File: src/rtl/if_stage.sv
// if_stage: MIPS instruction-fetch stage with a single outstanding SRAM-like request and delay-slot aware redirect.
// Optional feature macro IF_ADEL_CHECK_EN: a misaligned fetch PC raises if_adel_out instead of issuing a request.
module if_stage #(
  parameter logic [31:0] RESET_PC = 32'hBFC0_0000
) (
  input  logic        clk,
  input  logic        rst,
  input  logic        id_allowin_in,
  output logic        if_valid_out,
  output logic [31:0] if_PC_out,
  output logic [31:0] if_NNPC_out,
  output logic [31:0] if_Instruct_out,
  output logic        if_adel_out,
  input  logic        br_taken_in,
  input  logic [31:0] br_target_in,
  output logic        inst_req,
  output logic [31:0] inst_addr,
  input  logic        inst_addr_ok,
  input  logic [31:0] inst_rdata,
  input  logic        inst_data_ok
);

  typedef enum logic [1:0] {
    IDLE = 2'd0,
    REQ  = 2'd1,
    WAIT = 2'd2,
    HOLD = 2'd3
  } state_t;

  state_t      state;
  state_t      state_next;
  logic [31:0] fetch_pc;
  logic [31:0] nnpc;
  logic [31:0] next_pc;
  logic [31:0] buf_word;
  logic [31:0] instruct;
  logic [31:0] redirect_target;
  logic        redirect_pending;
  logic        handshake;
  logic        misaligned;

  assign handshake = if_valid_out && id_allowin_in;

`ifdef IF_ADEL_CHECK_EN
  logic buf_adel;

  assign misaligned  = (fetch_pc[1:0] != 2'b00);
  assign if_adel_out = buf_adel;

  // Address-error flag travels with the buffered word.
  always_ff @(posedge clk or posedge rst) begin
    if (rst) begin
      buf_adel <= 1'b0;
    end else if (state == WAIT && inst_data_ok) begin
      buf_adel <= 1'b0;
    end else if (state == REQ && misaligned) begin
      buf_adel <= 1'b1;
    end
  end
`else
  assign misaligned  = 1'b0;
  assign if_adel_out = 1'b0;
`endif

  // State register.
  always_ff @(posedge clk or posedge rst) begin
    if (rst) begin
      state <= IDLE;
    end else begin
      state <= state_next;
    end
  end

  // Next-state logic.
  always_comb begin
    state_next = state;
    case (state)
      IDLE: state_next = REQ;
      REQ: begin
        if (misaligned) begin
          state_next = HOLD;
        end else if (inst_addr_ok) begin
          state_next = WAIT;
        end else begin
          state_next = REQ;
        end
      end
      WAIT: begin
        if (inst_data_ok) begin
          state_next = HOLD;
        end else begin
          state_next = WAIT;
        end
      end
      HOLD: begin
        if (handshake) begin
          state_next = REQ;
        end else begin
          state_next = HOLD;
        end
      end
      default: state_next = IDLE;
    endcase
  end

  // State-decoded outputs.
  always_comb begin
    inst_req     = 1'b0;
    if_valid_out = 1'b0;
    case (state)
      REQ:     inst_req     = !misaligned;
      HOLD:    if_valid_out = 1'b1;
      default: begin
        inst_req     = 1'b0;
        if_valid_out = 1'b0;
      end
    endcase
  end

  // A pulse arriving in the handover cycle wins over an older pending target.
  always_comb begin
    next_pc = fetch_pc + 32'd4;
    if (br_taken_in) begin
      next_pc = br_target_in;
    end else if (redirect_pending) begin
      next_pc = redirect_target;
    end else begin
      next_pc = fetch_pc + 32'd4;
    end
  end

  // Fetch PC and link address advance only when the held word is handed over.
  always_ff @(posedge clk or posedge rst) begin
    if (rst) begin
      fetch_pc <= RESET_PC;
      nnpc     <= RESET_PC + 32'd8;
    end else if (handshake) begin
      fetch_pc <= next_pc;
      nnpc     <= next_pc + 32'd8;
    end
  end

  // Redirect register: the delay slot is whatever is held or in flight, so the target waits for the next handover.
  always_ff @(posedge clk or posedge rst) begin
    if (rst) begin
      redirect_pending <= 1'b0;
      redirect_target  <= 32'h0000_0000;
    end else if (handshake) begin
      redirect_pending <= 1'b0;
    end else if (br_taken_in) begin
      redirect_pending <= 1'b1;
      redirect_target  <= br_target_in;
    end
  end

  // Return buffer; data_ok outside WAIT belongs to no live request.
  always_ff @(posedge clk or posedge rst) begin
    if (rst) begin
      buf_word <= 32'h0000_0000;
    end else if (state == WAIT && inst_data_ok) begin
      buf_word <= inst_rdata;
    end else if (state == REQ && misaligned) begin
      buf_word <= 32'h0000_0000;
    end
  end

  // Decode-aligned instruction word.
  always_ff @(posedge clk or posedge rst) begin
    if (rst) begin
      instruct <= 32'h0000_0000;
    end else if (handshake) begin
      instruct <= buf_word;
    end
  end

  assign if_PC_out       = fetch_pc;
  assign if_NNPC_out     = nnpc;
  assign inst_addr       = fetch_pc;
  assign if_Instruct_out = instruct;

endmodule

File: config.mk
export PLATFORM = sky130hd
export DESIGN_NAME = if_stage
export DESIGN_NICKNAME = d
export VERILOG_FILES = /design/src/rtl/if_stage.sv
export SDC_FILE = /design/constraint.sdc
export NUM_CORES = 1
export LEC_CHECK = 0
export BUFFER_PORTS_ARGS = -buffer_cell sky130_fd_sc_hd__clkbuf_2
export CORE_MARGIN = 2
export CORE_UTILIZATION = 58
export DETAILED_ROUTE_END_ITERATION = 10
export PLACE_DENSITY_LB_ADDON = 0.2
export SLEW_MARGIN = 20
export SYNTH_ARGS = -nofsm -noshare
export SYNTH_HDL_FRONTEND = slang
export SYNTH_SLANG_ARGS = --single-unit
File: constraint.sdc
create_clock -name clk -period 12.7 [get_ports clk]
set_input_delay 0.635 -clock clk [delete_from_list [all_inputs] [get_ports clk]]
set_output_delay 0.635 -clock clk [all_outputs]
set_load 0.02 [all_outputs]
Word level (Yosys, flattened, before mapping)
Cells that the tools add are included.
- input bits: 70
- output and inout port bits: 131
- logic and storage cells: 28
- register bits: 163
- equality and inequality tests: 3
- reduce and logical (&&, ||, !) cells: 5
- add/subtract/negate cells: 2
- mux-type cells: 10
- bitwise logic cells: 1
- operators by type and width (kind ; number):
    $mux 32 ; 2
    $add 32x3->32 const B ; 1
    $add 32x4->32 const B ; 1
    $pmux 2 s4 ; 1
    $mux 1 ; 5
    $eq 2x2->1 const B ; 2
    $mux 2 ; 2
    $eq 2x1->1 const B ; 1
    $logic_and 1x1->1 ; 2
    $logic_not 2->1 ; 1
    $reduce_and 2->1 ; 1
    $reduce_bool 2->1 ; 1
    $not 1->1 ; 1

Longest topological paths before layout
Gate-level depths: netlist of run 1.
- depth after elaboration: 5
- gate-level depth with buffers: 13

Worst setup path after synthesis of run 1
Ideal clock, no wire load.
- path kind: input to register
- start: input port br_taken_in
- end: register nnpc[27] (netlist: if_NNPC_out[27])
- arrival time: 3198 ps
- buffers on the path: 1
- setup time: 91 ps
- stages: 9
- required time: 12609 ps
- path slack: 9411 ps
- cells stage by stage: buf_2 > or4b_2 > o22ai_1 > nor3_1 > nor4b_2 > nand4_1 > or2_2 > o31a_2 > o31ai_1
- word-level cells in the longest chain between the ends: 2
- ends and longest elaborated chain (what ; line ; RTL):
    start: declaration ; 14 ; input logic br_taken_in,
    $mux 32 ; 123 ; if (br_taken_in) begin
    $add 32x4->32 ; 139 ; nnpc <= next_pc + 32'd8;
    end signal: assignment ; 136 ; nnpc <= RESET_PC + 32'd8;
    end signal: assignment ; 139 ;
    end: declaration ; 33 ; logic [31:0] nnpc;
Every way passes these cells.
A chain may end at the register's enable or synchronous reset.

Worst setup path in the final report of run 1
- start: register redirect_pending
- end: register nnpc[27] (netlist: if_NNPC_out[27])
- word-level cells in the longest chain between the ends: 3
- ends and longest elaborated chain (what ; line ; RTL):
    start: declaration ; 38 ; logic redirect_pending;
    start signal: assignment ; 146 ; redirect_pending <= 1'b0;
    start signal: assignment ; 149 ; redirect_pending <= 1'b0;
    start signal: assignment ; 151 ; redirect_pending <= 1'b1;
    $mux 32 ; 125 ; end else if (redirect_pending) begin
    $mux 32 ; 123 ;
    $add 32x4->32 ; 139 ;
Every way passes these cells.

==> flow_metrics.py, run 1 <==
metrics = {
    "run_status": {
        "status": "finished, final reports clean",
    },
    "floorplan": {
        "die_x_um": 124,
        "fp.dieArea_sq_mm": 0.0154,
        "io_pins": 201,
        "core_sq_mm": 0.0140,
        "num_rows": 43,
        "start_util": 0.597,
        "fp.dieH_um": 124,
    },
    "yosys": {
        "yosysUniqueCellTypes": 74,
        "synth-main-ff-cell": "dfrtp_1",
        "synth-edff-count": 0,
        "synth-seq-cells": 160,
        "synth_largest_area_cell": "dfrtp_1",
        "synth_warnings": 0,
        "syn_nets": 939,
        "async_flop_share": 1.00,
        "syn_area_sq_mm": 0.00835,
        "synth_top_area_share": 0.423,
        "synth_area_leaders": "dfrtp_1, nand2_1, mux2_2",
        "yosysMostFrequentCell": "nand2_1",
        "syn_avg_cell_area_sq_um": 9.63,
        "netlist_top_cells_count": "nand2_1, dfrtp_1, mux2_2, o21ai_0, buf_4",
        "syn_inst": 867,
        "ys_seq_area_frac": 0.483,
    },
    "sta": {
        "min_period_over_period": 0.307,
        "fmaxAchievable_mhz": 256,
        "clock-skew-final_ns": 0.0112,
        "finalMaxSlewViolations": 0,
        "hold_viol_final": 0,
        "slew-limit-headroom": 0.323,
        "rsz0062_at_grt": "false",
        "layout_min_cycle_time_ns": 3.90,
        "worst_pin_slew_ns": 1.02,
        "setup_viol": 0,
        "setup_tns_ns": 0,
    },
    "finish": {
        "area_delta_synth_final_pct": 16.3,
        "design_area_sq_mm": 0.00970,
        "diodes": 0,
        "utilization": 0.694,
        "nets": 1079,
        "drive_gt1_frac": 0.343,
        "stdcell_count": 1200,
    },
    "placed_design": {
        "portBuffers": 199,
        "dp.cells": 1168,
        "dpl.hpwl_um": 14300,
        "placed_area_sq_mm": 0.00908,
        "gp_congestion": 0.950,
    },
    "worst_setup_path": {
        "cp_top_family": "simple AND/OR/NAND/NOR gates",
        "worstPathRequired_ns": 13.02,
        "cp-end-kind": "flop",
        "path_buf_inv": 1,
        "slowest_delay_ns": 0.65,
        "crit_chain": "buf_4 -> or4b_2 -> o22ai_1 -> nor3_1 -> nor4b_2 -> nand4_1 -> or2_2 -> o31a_2 -> o31ai_1",
        "cp_max_fo": 25,
        "cp-start-kind": "flop",
        "critical_path.slowest_cell": "or4b_2",
        "cp.arrival_ns": 4.22,
        "worstSetupPathType": "reg2reg",
    },
    "global_route": {
        "grt_usage": 0.277,
        "grt_max_degree": 112,
        "antenna_found_initial": 0,
        "grt_pass1_vias": 6228,
        "grt_pass1_wl_um": 32600,
        "globalRouteOverflowTotal": 0,
    },
    "routing": {
        "wl_per_cell_um": 16.8,
        "drt-pass1-iter-count": 6,
        "viasPerCell": 5.57,
        "finalWirelength_um": 20200,
        "ant_nets": 0,
        "drc": 0,
        "drt_iter0_drc": 441,
        "via_count": 6687,
    },
    "clocking": {
        "cts_buffer_depth": 2,
        "cts-resized-gates": 0,
        "clk_latency_ns": 0.43,
        "ctsHoldBuffers": 0,
        "cts_buffers": 17,
        "post_cts_buffers": 0,
        "cts-root-buf": "clkbuf_16",
        "cts.sinks": 160,
        "htree_levels": 4,
        "clk_pin_slew_ns": 0.07,
        "tritoncts": "built",
    },
    "flow_run": {
        "drv_cap": 0,
    },
    "hold_path": {
        "min_path_type": "in2async",
    },
    "power_and_ir_drop": {
        "p_leak_uw": 0.00464,
        "ir_drop_mv": 0.151,
        "powerDensity_mw_per_mm2": 257,
    },
}
-- path summary, 6_finish.rpt --
check | start | to | slack (ns) | cells after the start
hold / removal | rst | if_Instruct_out[31]$_DFFE_PP0P_ | 0.39 | 2
setup reg to reg | redirect_pending$_DFFE_PP0P_ | if_NNPC_out[27]$_DFFE_PP1P_ | 8.80 | 9
max in group asynchronous | rst | buf_word[30]$_DFFE_PP0P_ | 11.05 | 3
hold reg to reg | buf_word[4]$_DFFE_PP0P_ | if_Instruct_out[4]$_DFFE_PP0P_ | 0.46 | 2
min in group clk | inst_rdata[20] | buf_word[20]$_DFFE_PP0P_ | 0.44 | 2
setup / recovery | redirect_pending$_DFFE_PP0P_ | if_NNPC_out[27]$_DFFE_PP1P_ | 8.80 | 9
-- routing by layer --
| metal | routed length (um) | global-route usage |
|---|---|---|
| met5 | 0 | 0 |
| met4 | 335 | 0.0836 |
| met3 | 1480 | 0.0696 |
| met2 | 9440 | 0.436 |
| met1 | 8920 | 0.381 |
-- worst reg2reg max path: stages, from the launching register on --
cell and delay (ns):
dfrtp_1 0.60, buf_4 0.34, or4b_2 0.66, o22ai_1 0.17
nor3_1 0.14, nor4b_2 0.46, nand4_1 0.40, or2_2 0.45
o31a_2 0.36, o31ai_1 0.22
-- cell type report --
class | count | area [sq um]
fillers | 1134 | 4280
inverters | 8 | 35.0
flip-flops and latches | 160 | 4030
multi-input cells | 613 | 3740
repair buffers | 207 | 1060
clock buffers | 18 | 439
clock inverters | 14 | 180
well taps | 180 | 225
-- placed cells by master, fill, tap and decap left out, drive strengths merged, types with 9 or more instances in the layout --
cell type	Yosys	final
dfrtp	141	141
nor2	32	32
inv	8	12
clkbuf	39	217
nand3	13	13
a21oi	18	18
and2	9	9
o31ai	10	10
dfstp	19	19
xnor2	13	13
nor2b	11	11
and3	10	10
o21ai	64	64
mux2i	11	11
nor3	17	17
xor2	14	14
mux2	63	63
nor4	13	13
nand4	14	14
nand2	218	218
-- flip-flops by register name (all words and copies together) (netlist names) --
signal	flops
buf_word	32
if_Instruct_out	32
if_PC_out	32
redirect_target	32
if_NNPC_out	29
state	2
redirect_pending	1
-- report_power, final --
| group | internal [uW] | leakage [uW] | total, uW | switching [uW] |
|---|---|---|---|---|
| sequential | 747 | 0.00192 | 964 | 216 |
| clock | 318 | 0.000297 | 535 | 217 |
| combinational | 365 | 0.00242 | 993 | 628 |
-- kinds of logic (layout without fill, tap and decap cells) --
logic type / Yosys count / after routing / synth area share
AOI/OAI and AO/OA: 132 / 132 / 0.0983
xor gates and xnor gates: 27 / 27 / 0.0283
adders and majority gates: 2 / 2 / 0.00300
buffers and inverters: 94 / 247 / 0.0709
DFF: 160 / 160 / 0.483
muxes: 74 / 74 / 0.0982
other: 1 / 1 / 0.000449
and+or+nand+nor: 377 / 377 / 0.218
-- stage by stage --
stage / total power [uW] / hold slack (ns) / worst slack [ns]
floorplan: 1690 / 0.433 / 7.78
global placement: 1930 / 0.441 / 8.84
detailed placement: 1960 / 0.450 / 8.74
CTS: 2500 / 0.428 / 8.85
global route: 2660 / 0.425 / 8.48
finish: 2490 / 0.394 / 8.80
No activity file was read; power rests on OpenSTA's default activity.
==> inputs of run 2 (changes only) <==
CORE_UTILIZATION = 49   (was 58)
clock period = 3.4 ns   (was 12.7 ns; I/O delays follow)
==> run 2 against run 1 <==
Net effect: first-iteration DRC count down 4.3%; clock-buffer cell count is 1 lower; via count up 6.3%; maximum frequency rose by 21%; die area increased by 18%; largest cell class unchanged; largest power group unchanged.
==> flow_metrics.py, run 2 (synthesized netlist as in run 1, its figures left out) <==
metrics = {
    "run_status": {
        "status": "finished, final reports clean",
    },
    "floorplan": {
        "die_x_um": 135,
        "fp.dieH_um": 135,
        "io_pins": 201,
        "num_rows": 47,
        "core_sq_mm": 0.0166,
        "start_util": 0.502,
        "fp.dieArea_sq_mm": 0.0181,
    },
    "finish": {
        "nets": 1180,
        "drive_gt1_frac": 0.357,
        "final_common_cell": "nand2_1",
        "diodes": 0,
        "area_delta_synth_final_pct": 27.9,
        "layout_common_cells": "nand2_1, clkbuf_2, dfrtp_1",
    },
    "clocking": {
        "clk_latency_ns": 0.43,
        "cts_buffers": 17,
        "cts.sinks": 160,
        "clk_pin_slew_ns": 0.07,
        "tritoncts": "built",
        "htree_levels": 4,
        "cts_buffer_depth": 2,
        "cts-root-buf": "clkbuf_16",
    },
    "routing": {
        "viasPerCell": 5.30,
        "drt_iter0_drc": 422,
        "wl_per_cell_um": 16.7,
        "drt-pass1-iter-count": 4,
        "drc": 0,
        "ant_nets": 0,
        "finalWirelength_um": 22400,
        "via_count": 7108,
    },
    "worst_setup_path": {
        "cp_common_cell": "nand4_1",
        "worstSetupPathType": "reg2reg",
        "critical_path.slowest_cell": "a2111oi_2",
        "crit_chain": "buf_4 -> nand4_1 -> nor4_1 -> mux2i_1 -> a2111oi_2 -> nand4_1 -> or2_2 -> o31a_2 -> o31ai_1",
        "startpoint": "if_PC_out[6]$_DFFE_PP0P_",
        "cp_max_fo": 8,
        "rr_startpoint": "if_PC_out[6]$_DFFE_PP0P_",
        "slowest_delay_ns": 0.47,
        "cp-start-kind": "flop",
        "reg2regPathDepth": 9,
        "cp.depth": 9,
        "cp.arrival_ns": 3.55,
        "cp-end-kind": "flop",
        "worstPathRequired_ns": 3.74,
        "cp_top_family": "simple AND/OR/NAND/NOR gates",
        "path_buf_inv": 1,
    },
    "power_and_ir_drop": {
        "seqPwrFrac": 0.362,
        "p_switching_uw": 4130,
        "p_clk_frac": 0.202,
        "netSwitchingFraction": 0.432,
        "ir_drop_mv": 0.510,
        "power_frac_comb": 0.435,
        "internal_power_uw": 5440,
        "powerDensity_mw_per_mm2": 895,
        "p_leak_uw": 0.00508,
    },
    "sta": {
        "worst_pin_slew_ns": 0.740,
        "clock-skew-final_ns": 0.00750,
        "layout_min_cycle_time_ns": 3.21,
        "setup_viol": 0,
        "setup_tns_ns": 0,
        "min_period_over_period": 0.945,
        "hold_viol_final": 0,
        "slew-limit-headroom": 0.506,
        "worst_slack_ns": 0.188,
        "fmaxAchievable_mhz": 311,
        "finalMaxSlewViolations": 0,
        "rsz0062_at_grt": "false",
    },
    "global_route": {
        "globalRouteOverflowTotal": 0,
        "grt_pass1_wl_um": 35800,
        "grt_max_degree": 90,
        "antenna_found_initial": 0,
        "grt_pass1_vias": 6810,
        "grt_usage": 0.254,
    },
    "hold_path": {
        "min_path_type": "in2reg",
        "holdPathStages": 2,
        "min_from": "br_target_in[24]",
    },
    "placed_design": {
        "portBuffers": 199,
        "pre_cts_ws_ns": 0.156,
        "gp_congestion": 0.922,
        "dpl.hpwl_um": 15600,
    },
    "flow_run": {
        "drv_cap": 0,
    },
}
## run 2: cell types whose count changed in the layout (fill, tap and decap cells not counted), moves of 2 or more
cell | previous run | this run
dlygate4sd3_1 | 0 | 60
buf_4 | 8 | 47
clkinv_2 | 2 | 0
dfrtp_2 | 0 | 6
dfrtp_1 | 141 | 135
buf_12 | 0 | 2
bufinv_16 | 3 | 1
inv_8 | 2 | 5
inv_6 | 3 | 6
## run 2: worst paths after layout
check / end / slack, ns
worst max-delay path: if_NNPC_out[27]$_DFFE_PP1P_ / 0.19
worst min-delay path: redirect_target[24]$_DFFE_PP0P_ / 0.02
worst max register to register: if_NNPC_out[27]$_DFFE_PP1P_ / 0.19
worst min register to register: if_Instruct_out[26]$_DFFE_PP0P_ / 0.46
max in group asynchronous: if_Instruct_out[11]$_DFFE_PP0P_ / 2.02
min in group asynchronous: redirect_target[6]$_DFFE_PP0P_ / 0.43
## run 2: cell type report
class                           instances  area, sq um
Clock buffer                           17          425
Tap cell                              220          275
Fill cell                            1392         5960
Clock inverter                         15          164
Sequential cell                       160         4040
Multi-Input combinational cell        613         3750
Timing Repair Buffer                  308         1990
Inverter                                8         33.8
## run 2: power by group through the flow
stage / Sequential (uW) / Clock [uW] / Combinational, uW
finish: 3460 / 1940 / 4160
global route: 3580 / 2050 / 4550
CTS: 3450 / 1980 / 4170
detailed placement: 3470 / 0 / 4110
global placement: 3440 / 0 / 4050
floorplan: 3960 / 0 / 2350
## run 2: per-layer routing
layer / up-vias / track usage / part of all wire
met5: - / 0 / 0
met2: 256 / 0.395 / 0.47
met3: 35 / 0.0612 / 0.068
met1: 3381 / 0.344 / 0.44
met4: 0 / 0.0988 / 0.025
li1: 3436 / - / -
## run 2: timing repair
item / in CTS / in global routing
buffers inserted: 0 / 1
endpoints found under the hold margin: 88 / 0
resized for setup: 0 / 9
setup endpoints to repair: 0 / 7
hold buffers: 60 / 0
## run 2: metrics by stage
step	total power, uW	utilization	area (sq um)	hold slack [ns]	instances
after floorplan	6310	-	8350	0.321	867
after global placement	7490	0.568	9460	0.319	1248
after detailed placement	7580	0.568	9460	0.318	1248
after CTS	9590	0.640	10600	0.000392	1340
after global routing	10200	0.642	10700	0.00922	1341
final	9560	0.642	10700	0.0181	1341
==> inputs of run 3 (changes only) <==
CAP_MARGIN = 0   (was default)
clock period = 2.62 ns   (was 3.4 ns; I/O delays follow)
==> run 3 against run 2 <==
Net effect: the flow now finishes with violations (negative setup slack); clock skew rose by 0.0047 ns; final cell count rose by 7.2%; maximum frequency increased by 7.3%; via count is 7.2% higher; sequential share of layout area down 3.5 points; global-route usage is 2.4 points higher; sequential power increased by 26%; critical path type unchanged; critical endpoint unchanged; largest power group unchanged.
==> flow_metrics.py, run 3 (synthesized netlist as in run 1, its figures left out) <==
metrics = {
    "floorplan": {
        "fp.dieH_um": 135,
        "fp.dieArea_sq_mm": 0.0181,
        "num_rows": 47,
        "start_util": 0.502,
        "die_x_um": 135,
        "io_pins": 201,
        "core_sq_mm": 0.0166,
    },
    "clocking": {
        "cts-root-buf": "clkbuf_16",
        "clk_latency_ns": 0.43,
        "cts.sinks": 160,
        "tritoncts": "built",
        "htree_levels": 4,
        "cts_buffer_depth": 2,
        "clk_pin_slew_ns": 0.06,
        "cts_buffers": 17,
    },
    "worst_setup_path": {
        "reg2regPathDepth": 9,
        "worstSetupPathType": "reg2reg",
        "cp-start-kind": "flop",
        "rr_endpoint": "if_NNPC_out[27]$_DFFE_PP1P_",
        "rrSetupSlack_ns": -0.37,
        "startpoint": "if_PC_out[3]$_DFFE_PP0P_",
        "cp_max_fo": 8,
        "rr_startpoint": "if_PC_out[3]$_DFFE_PP0P_",
        "cp.arrival_ns": 3.34,
        "worstPathRequired_ns": 2.96,
        "cp-end-kind": "flop",
    },
    "hold_path": {
        "min_from": "br_target_in[23]",
        "min_path_type": "in2reg",
        "holdPathEnd": "redirect_target[23]$_DFFE_PP0P_",
        "holdPathStages": 2,
    },
    "power_and_ir_drop": {
        "p_switching_uw": 5660,
        "p_leak_uw": 0.00569,
        "power_frac_comb": 0.478,
        "internal_power_uw": 7790,
        "power.total_uw": 13400,
        "powerDensity_mw_per_mm2": 1140,
        "ir_drop_mv": 0.778,
        "seqPwrFrac": 0.325,
        "p_clk_frac": 0.196,
        "netSwitchingFraction": 0.421,
    },
    "global_route": {
        "antenna_found_initial": 0,
        "grt_max_degree": 129,
        "grt_pass1_wl_um": 39100,
        "grt_usage": 0.278,
        "globalRouteOverflowTotal": 0,
        "grt_pass1_vias": 7564,
    },
    "routing": {
        "drt_iter0_drc": 453,
        "wl_per_cell_um": 17.0,
        "via_count": 7620,
        "drc": 0,
        "ant_nets": 0,
        "viasPerCell": 5.30,
        "finalWirelength_um": 24400,
        "drt-pass1-iter-count": 5,
    },
    "placed_design": {
        "placed_area_sq_mm": 0.0102,
        "gp_congestion": 0.901,
        "dp.cells": 1326,
        "portBuffers": 199,
        "dpl.hpwl_um": 16500,
    },
    "sta": {
        "layout_min_cycle_time_ns": 2.99,
        "fmaxAchievable_mhz": 334,
        "min_period_over_period": 1.14,
        "clock-skew-final_ns": 0.0122,
        "finalMaxSlewViolations": 0,
        "hold_viol_final": 0,
        "worst_slack_ns": -0.375,
        "setup_viol": 17,
        "slew-limit-headroom": 0.629,
        "worst_pin_slew_ns": 0.551,
        "rsz0062_at_grt": "true",
    },
    "finish": {
        "final_common_cell": "nand2_1",
        "diodes": 0,
        "stdcell_count": 1437,
        "layout_common_cells": "nand2_1, clkbuf_2, buf_4",
        "design_area_sq_mm": 0.0118,
        "nets": 1277,
        "ff_latch_area_sq_mm": 0.00404,
        "area_delta_synth_final_pct": 41.5,
        "fillers": 1280,
        "drive_gt1_frac": 0.438,
        "multi_input_area_sq_mm": 0.00406,
    },
    "run_status": {
        "status": "finished with violations",
        "violations": "negative setup slack",
    },
    "flow_run": {
        "drv_cap": 0,
    },
}
run 3: changes by cell type in the layout (fill, tap and decap cells not counted), moves of 7 or more:
cell / delta
dfrtp_2: +7
buf_4: +85
dfrtp_1: -7
nor4_1: -7
nor3_1: -8
run 3: worst max path at each step:
stage | end | depth (start not counted) | slack [ns]
6_report | if_NNPC_out[27]$_DFFE_PP1P_ | 9 | -0.37
5_1_grt | if_NNPC_out[27]$_DFFE_PP1P_ | 11 | -0.47
4_1_cts | if_NNPC_out[27]$_DFFE_PP1P_ | 8 | -0.29
3_5_place_dp | if_NNPC_out[25]$_DFFE_PP1P_ | 9 | -0.40
3_3_place_gp | if_NNPC_out[27]$_DFFE_PP1P_ | 8 | -0.37
2_1_floorplan | if_NNPC_out[31]$_DFFE_PP1P_ | 10 | -0.49
run 3: final cells by class:
type                       count  area share
clock buffer                  17      0.0360
clock inverter                14      0.0160
inverter                       8     0.00286
multi-input combinational    613       0.344
sequential                   160       0.342
tap                          220      0.0233
timing repair buffer         405       0.235
run 3: metrics by stage:
| stage | setup slack, ns | setup TNS, ns | hold slack [ns] | utilization |
|---|---|---|---|---|
| 2_1_floorplan | -0.489 | -4.07 | 0.282 | - |
| 5_1_grt | -0.469 | -6.24 | 0.00398 | 0.709 |
| 3_5_place_dp | -0.402 | -4.34 | 0.276 | 0.610 |
| 6_report | -0.375 | -3.90 | 0.0256 | 0.709 |
| 4_1_cts | -0.291 | -2.43 | 0.0130 | 0.699 |
| 3_3_place_gp | -0.371 | -3.76 | 0.280 | 0.610 |
run 3: critical path: stages (launching register included):
cell	delay, ns
dfrtp_2	0.40
buf_6	0.11
nand4_4	0.12
or4_4	0.53
mux2i_1	0.17
a311oi_1	0.07
or4_4	0.56
or3_4	0.46
o31a_4	0.32
o31ai_4	0.17
run 3: timing repair:
item | CTS | global route
endpoints found under the hold margin | 204 | 0
hold buffers | 65 | 0
endpoints found under the setup margin | 19 | 20
gates resized for setup | 27 | 27
pin swaps | 14 | 16
buffers inserted | 11 | 4
run 3: per-layer routing:
metal / up-vias / routed length (um) / GRT usage
met5: - / 0 / 0
met1: 3696 / 10500 / 0.363
met3: 40 / 1510 / 0.0747
met4: 0 / 550 / 0.0912
li1: 3625 / - / -
met2: 259 / 11900 / 0.452
run 3: power by group through the flow:
| stage | clock [uW] | combinational, uW | sequential (uW) |
|---|---|---|---|
| final | 2640 | 6430 | 4370 |
| after global placement | 0 | 5920 | 4340 |
| after detailed placement | 0 | 6010 | 4380 |
| after global routing | 2790 | 6970 | 4510 |
| after floorplan | 0 | 3090 | 5170 |
| after CTS | 2680 | 6240 | 4360 |
